File: config.mk
export PLATFORM = sky130hd
export DESIGN_NAME = msrv32_dmem_bus_ctrl
export DESIGN_NICKNAME = d
export VERILOG_FILES = /design/src/rtl/msrv32_pkg.sv /design/src/rtl/msrv32_wait_timer.sv /design/src/rtl/msrv32_dmem_bus_ctrl.sv
export SDC_FILE = /design/constraint.sdc
export NUM_CORES = 1
export LEC_CHECK = 0
export BUFFER_PORTS_ARGS = -buffer_cell sky130_fd_sc_hd__buf_4
export CORE_MARGIN = 2
export CORE_UTILIZATION = 30
export CTS_CLUSTER_DIAMETER = 200
export DETAILED_ROUTE_END_ITERATION = 10
export HOLD_SLACK_MARGIN = 0.05
export PLACE_DENSITY = 0.61
export SYNTH_ARGS = -nofsm -noshare
export SYNTH_HDL_FRONTEND = slang
export SYNTH_HIERARCHICAL = 1
export SYNTH_SLANG_ARGS = --single-unit
File: constraint.sdc
create_clock -name ms_riscv32_mp_clk_in -period 2.15 [get_ports ms_riscv32_mp_clk_in]
set_input_delay 0.43 -clock ms_riscv32_mp_clk_in [delete_from_list [all_inputs] [get_ports ms_riscv32_mp_clk_in]]
set_output_delay 0.43 -clock ms_riscv32_mp_clk_in [all_outputs]
set_load 0.1 [all_outputs]
File: src/rtl/msrv32_pkg.sv
// rtl/msrv32_pkg.sv - shared encodings for the data-memory bus controller
package msrv32_pkg;

  typedef enum logic [1:0] {
    ST_IDLE = 2'd0,
    ST_ADDR = 2'd1,
    ST_DATA = 2'd2,
    ST_ERR  = 2'd3
  } state_e;

  localparam logic [1:0] HTRANS_IDLE   = 2'b00;
  localparam logic [1:0] HTRANS_NONSEQ = 2'b10;

  localparam int WAIT_CNT_W       = 8;
  localparam int WAIT_TIMEOUT_DEF = 16;

endpackage

File: src/rtl/msrv32_wait_timer.sv
// rtl/msrv32_wait_timer.sv - data-phase wait counter with timeout flag
module msrv32_wait_timer #(
  parameter int TIMEOUT_CYCLES = 16,
  parameter int CNT_W          = 8
) (
  input  logic clk,
  input  logic rst_n,
  input  logic clear,
  input  logic enable,
  output logic expired
);

  localparam logic [CNT_W-1:0] LAST_WAIT = CNT_W'(TIMEOUT_CYCLES - 1);

  logic [CNT_W-1:0] cnt_q, cnt_d;

  assign expired = (cnt_q == LAST_WAIT);

  // Saturates at the timeout value so it can never wrap.
  always_comb begin
    cnt_d = cnt_q;
    if (clear) begin
      cnt_d = '0;
    end else if (enable && !expired) begin
      cnt_d = cnt_q + CNT_W'(1);
    end
  end

  always_ff @(posedge clk or negedge rst_n) begin
    if (!rst_n) begin
      cnt_q <= '0;
    end else begin
      cnt_q <= cnt_d;
    end
  end

endmodule

File: src/rtl/msrv32_dmem_bus_ctrl.sv
// rtl/msrv32_dmem_bus_ctrl.sv - MEM-stage to AHB-lite data port sequencer
module msrv32_dmem_bus_ctrl
  import msrv32_pkg::*;
#(
  parameter int TIMEOUT_CYCLES = WAIT_TIMEOUT_DEF,
  parameter int CNT_W          = WAIT_CNT_W
) (
  input  logic        ms_riscv32_mp_clk_in,
  input  logic        ms_riscv32_mp_rst_in,
  input  logic        mem_wr_req_in,
  input  logic        mem_rd_req_in,
  input  logic [31:0] req_addr_in,
  input  logic [31:0] req_wdata_in,
  input  logic [3:0]  req_mask_in,
  input  logic        ahb_ready_in,
  input  logic        ahb_resp_in,
  input  logic [31:0] ahb_rdata_in,
  output logic [31:0] ahb_haddr_out,
  output logic [31:0] ahb_hwdata_out,
  output logic        ahb_hwrite_out,
  output logic [1:0]  ahb_htrans_out,
  output logic [3:0]  ahb_mask_out,
  output logic        stall_out,
  output logic [31:0] rdata_out,
  output logic        rdata_valid_out,
  output logic        bus_err_out
);

  state_e      state_q, state_d;
  logic [31:0] addr_q, addr_d, wdata_q, wdata_d;
  logic [3:0]  mask_q, mask_d;
  logic        wr_q, wr_d, rd_pend_q, rd_pend_d;
  logic [1:0]  htrans_q, htrans_d;
  logic [31:0] haddr_q, haddr_d, hwdata_q, hwdata_d, rdata_q, rdata_d;
  logic        hwrite_q, hwrite_d, rvalid_q, rvalid_d, err_q, err_d;
  logic [3:0]  hmask_q, hmask_d;
  logic        timer_expired;

  msrv32_wait_timer #(
    .TIMEOUT_CYCLES (TIMEOUT_CYCLES),
    .CNT_W          (CNT_W)
  ) u_wait_timer (
    .clk     (ms_riscv32_mp_clk_in),
    .rst_n   (ms_riscv32_mp_rst_in),
    .clear   (state_q != ST_DATA),
    .enable  ((state_q == ST_DATA) && !ahb_ready_in),
    .expired (timer_expired)
  );

  always_comb begin
    state_d   = state_q;
    addr_d    = addr_q;
    wdata_d   = wdata_q;
    mask_d    = mask_q;
    wr_d      = wr_q;
    rd_pend_d = rd_pend_q;
    rdata_d   = rdata_q;
    rvalid_d  = 1'b0;
    case (state_q)
      ST_IDLE: begin
        if (mem_wr_req_in || mem_rd_req_in) begin
          addr_d    = {req_addr_in[31:2], 2'b00};
          wdata_d   = req_wdata_in;
          mask_d    = req_mask_in;
          wr_d      = mem_wr_req_in;
          rd_pend_d = mem_wr_req_in && mem_rd_req_in;
          state_d   = ST_ADDR;
        end
      end
      ST_ADDR: begin
        if (ahb_ready_in) state_d = ST_DATA;
      end
      ST_DATA: begin
        if (ahb_resp_in) begin
          state_d = ST_ERR;
        end else if (ahb_ready_in) begin
          if (!wr_q) begin
            rdata_d  = ahb_rdata_in;
            rvalid_d = 1'b1;
          end
          // A write+read pair reissues the same address as a read.
          if (rd_pend_q) begin
            rd_pend_d = 1'b0;
            wr_d      = 1'b0;
            state_d   = ST_ADDR;
          end else begin
            state_d = ST_IDLE;
          end
        end else if (timer_expired) begin
          state_d = ST_ERR;
        end
      end
      default: begin
        rd_pend_d = 1'b0;
        state_d   = ST_IDLE;
      end
    endcase

    // Bus outputs are registered from the next state so they align with it.
    err_d    = (state_d == ST_ERR);
    htrans_d = HTRANS_IDLE;
    haddr_d  = '0;
    hwrite_d = 1'b0;
    hwdata_d = '0;
    hmask_d  = '0;
    if (state_d == ST_ADDR) begin
      htrans_d = HTRANS_NONSEQ;
      haddr_d  = addr_d;
      hwrite_d = wr_d;
    end else if (state_d == ST_DATA) begin
      hwdata_d = wdata_d;
      hmask_d  = wr_d ? mask_d : 4'b0000;
    end
  end

  always_ff @(posedge ms_riscv32_mp_clk_in or negedge ms_riscv32_mp_rst_in) begin
    if (!ms_riscv32_mp_rst_in) begin
      state_q   <= ST_IDLE;
      addr_q    <= '0;
      wdata_q   <= '0;
      mask_q    <= '0;
      wr_q      <= 1'b0;
      rd_pend_q <= 1'b0;
      htrans_q  <= HTRANS_IDLE;
      haddr_q   <= '0;
      hwrite_q  <= 1'b0;
      hwdata_q  <= '0;
      hmask_q   <= '0;
      rdata_q   <= '0;
      rvalid_q  <= 1'b0;
      err_q     <= 1'b0;
    end else begin
      state_q   <= state_d;
      addr_q    <= addr_d;
      wdata_q   <= wdata_d;
      mask_q    <= mask_d;
      wr_q      <= wr_d;
      rd_pend_q <= rd_pend_d;
      htrans_q  <= htrans_d;
      haddr_q   <= haddr_d;
      hwrite_q  <= hwrite_d;
      hwdata_q  <= hwdata_d;
      hmask_q   <= hmask_d;
      rdata_q   <= rdata_d;
      rvalid_q  <= rvalid_d;
      err_q     <= err_d;
    end
  end

  assign ahb_htrans_out  = htrans_q;
  assign ahb_haddr_out   = haddr_q;
  assign ahb_hwrite_out  = hwrite_q;
  assign ahb_hwdata_out  = hwdata_q;
  assign ahb_mask_out    = hmask_q;
  assign rdata_out       = rdata_q;
  assign rdata_valid_out = rvalid_q;
  assign bus_err_out     = err_q;
  assign stall_out       = (state_q != ST_IDLE) ||
                           ((mem_wr_req_in || mem_rd_req_in) && (state_q == ST_IDLE));

endmodule

==> results.tsv <==
metric	value	unit
f_max	505.5	MHz
Synth top area share	66.43	%
fin. max-slew vios	0	
global-route wire length before repair	23470	um
crit share post-route	92.01	%
area leader, netlist	dfrtp_1	
skew final	0.01132	ns
clk root buf	clkbuf_16	
clock latency on the worst-skew pair	0.42	ns
YS warnings	6	
top_reg_cell synth	dfrtp_1	
RSZ-0062 raised after global routing	false	
crit path kind	register to register	
Clock transition at path regs	0.07	ns
element type at the critical path end	register	
Area contributors post-synth	dfrtp_1 66%, mux2_2 13%, nor2b_1 5.1%, mux2_4 3.9%, nor2b_4 2.0%	
Post-Synthesis Cells	444	
Crit Path Max Fanout	36	
EDFF count, synth	0	
initial DRC count	115	
drt drc	0	
number of global-route vias before repair	4661	
Post-CTS Setup Inserts	0	
Seq/Total Area, Yosys	66.43	%
clock buffer count from CTS	17	
WP data required	2.46	ns
Syn-to-layout area delta	36.90	%
DRT Wirelength	14690	um
WP data arrival	2.29	ns
status	completed	
Netlist Area Pre-Place	6932	um2
dpl hpwl	10510	um
Async SR Flop Fraction	100.0	%
Worst path slowest cell	o41a_4	
GRT Residual Overflow	0	
syn_nets	551	
commonest non-fill, non-tap cell in the layout	buf_4	
commonest cells after routing, fill and taps aside	214 x buf_4, 184 x dfrtp_1, 80 x mux2_2	
CTS tree	done	
Initial Utilization	30.62	%
Die Span Y	156.0	um
diode count	0	
Final Setup Violations	0	
hold crit path type	primary input to register	
Worst Tran Pin Value	0.5941	ns
hold path startpoint	ahb_rdata_in[13]	
# clock sinks	184	
antenna violations before repair	0	
Non-Filler Instances	962	
FP Rows	55	
Via density	4.369	
Area after DPL	8861	um2
Max stage delay on crit path	0.64	ns
DRT Pass-1 Iters	5	
global placer's final weighted congestion	0.7391	
Max-cap violations	0	
post-DR wirelength/cell	15.27	um
share of cells above drive strength 1	54.80	%
Filler cells	2101	
final hold slack	0.2429	ns
Core ar.	22640	um2
H-tree depth	4	
Placed Cells incl. Taps	929	
register bit count reported by yosys	184	
reg2reg start	u_wait_timer/cnt_q[0]	
Via Count	4203	
gr usage total	12.28	%
Critical Path Source Type	register	
Finished Cell Area	9489	um2
nets	771	
CP cell instances	ha_1 > and4_2 > o41a_4 > nor3b_1	
# IOs	212	
largest net degree at the start of global routing	61	
number of buffers on the longest clock path	2	
Mapped Avg Cell Area	15.61	um2
IO buf count	208	
Slew headroom	60.39	%
Die X	156.0	um
Total Die Area	24340	um2
Unique masters post-synth	44	
worst setup path start	u_wait_timer/cnt_q[0]	
Period minus WS final	1.978	ns
Final Hold Fails	0	
Setup TNS	0	ns
post-route ant nets	0	
==> Yosys cell counts (2+ instances only) <==
master      n
a211oi_1    2
a21oi_1     7
and2_1      2
buf_4      10
buf_6       5
clkbuf_1    2
dfrtp_1   184
inv_1       8
mux2_2     80
mux2_4     18
mux2i_1     3
nand2_1     5
nand2b_1    4
nand3_1     2
nand3b_1    2
nand4_1     3
nor2_1      7
nor2b_1    56
nor2b_4    10
nor3b_1     4
o21ai_0     5
or3_1       3
==> per-stage QoR <==
step                setup slack [ns]  utilization, %
global placement              0.2317           39.14
detailed placement            0.1714           39.14
global route                 0.02683           41.91
finish                        0.1717           41.91
CTS                           0.1396           41.91
floorplan                     0.3744               -
==> critical path: cells and delay by family, from the launching register on <==
family                   cells  cell delay [ns]
AO/OA/AOI/OAI                1             0.64
AND/OR/NAND/NOR              2             0.55
flip-flops                   1             0.41
adder cells (fa/ha/maj)      1             0.28
==> final timing paths <==
kind / end / slack, ns / depth (start not counted)
setup / recovery: ahb_mask_out[0] / 0.17 / 4
hold reg to reg: addr_q[0] / 0.47 / 1
hold / removal: rdata_out[13] / 0.24 / 2
min in group asynchronous: ahb_hwdata_out[7] / 0.56 / 2
max in group asynchronous: ahb_haddr_out[24] / 0.91 / 3
setup reg to reg: ahb_mask_out[0] / 0.17 / 4
==> cells by family after synthesis <==
family	synth area share, %
DFF	66.43
and+or+nand+nor	10.94
muxes	17.33
buffers and inverters	2.635
AOI/OAI and AO/OA	2.437
adders and majority gates	0.1805
other	0.05410
==> per-layer routing <==
layer	track usage (%)	up-vias	routed length, um
li1	-	1932	-
met1	14.46	2138	6019
met2	21.15	123	7492
met3	4.333	10	1009
met4	3.713	0	167
met5	0	-	0
==> cell type report <==
| type | count | area (um2) | area share, % |
|---|---|---|---|
| multi-input cells | 232 | 2152 | 22.68 |
| inverters | 8 | 30.03 | 0.3165 |
| well taps | 285 | 356.6 | 3.758 |
| clock inverters | 15 | 192.7 | 2.031 |
| flip-flops and latches | 184 | 4604 | 48.52 |
| repair buffers | 221 | 1728 | 18.21 |
| clock buffers | 17 | 425.4 | 4.483 |
==> timing repair <==
item	4_1_cts	5_1_grt
resized for setup	0	0
hold buffers	1	0
endpoints found under the hold margin	53	0
==> sequential cells by signal, summed over array words and instances (netlist names) <==
name and flops:
ahb_haddr_out 32, bus_err_out 1, wdata_q 32, addr_q 32, ahb_htrans_out 1, ahb_mask_out 4, rdata_valid_out 1, ahb_hwrite_out 1
u_wait_timer/cnt_q 8, state_q 2, rdata_out 32, mask_q 4, rd_pend_q 1, ahb_hwdata_out 32, wr_q 1
Power is left out: the tool's default activity adds up to more than one toggle a clock period on the data nets, which glitch-free logic cannot reach.
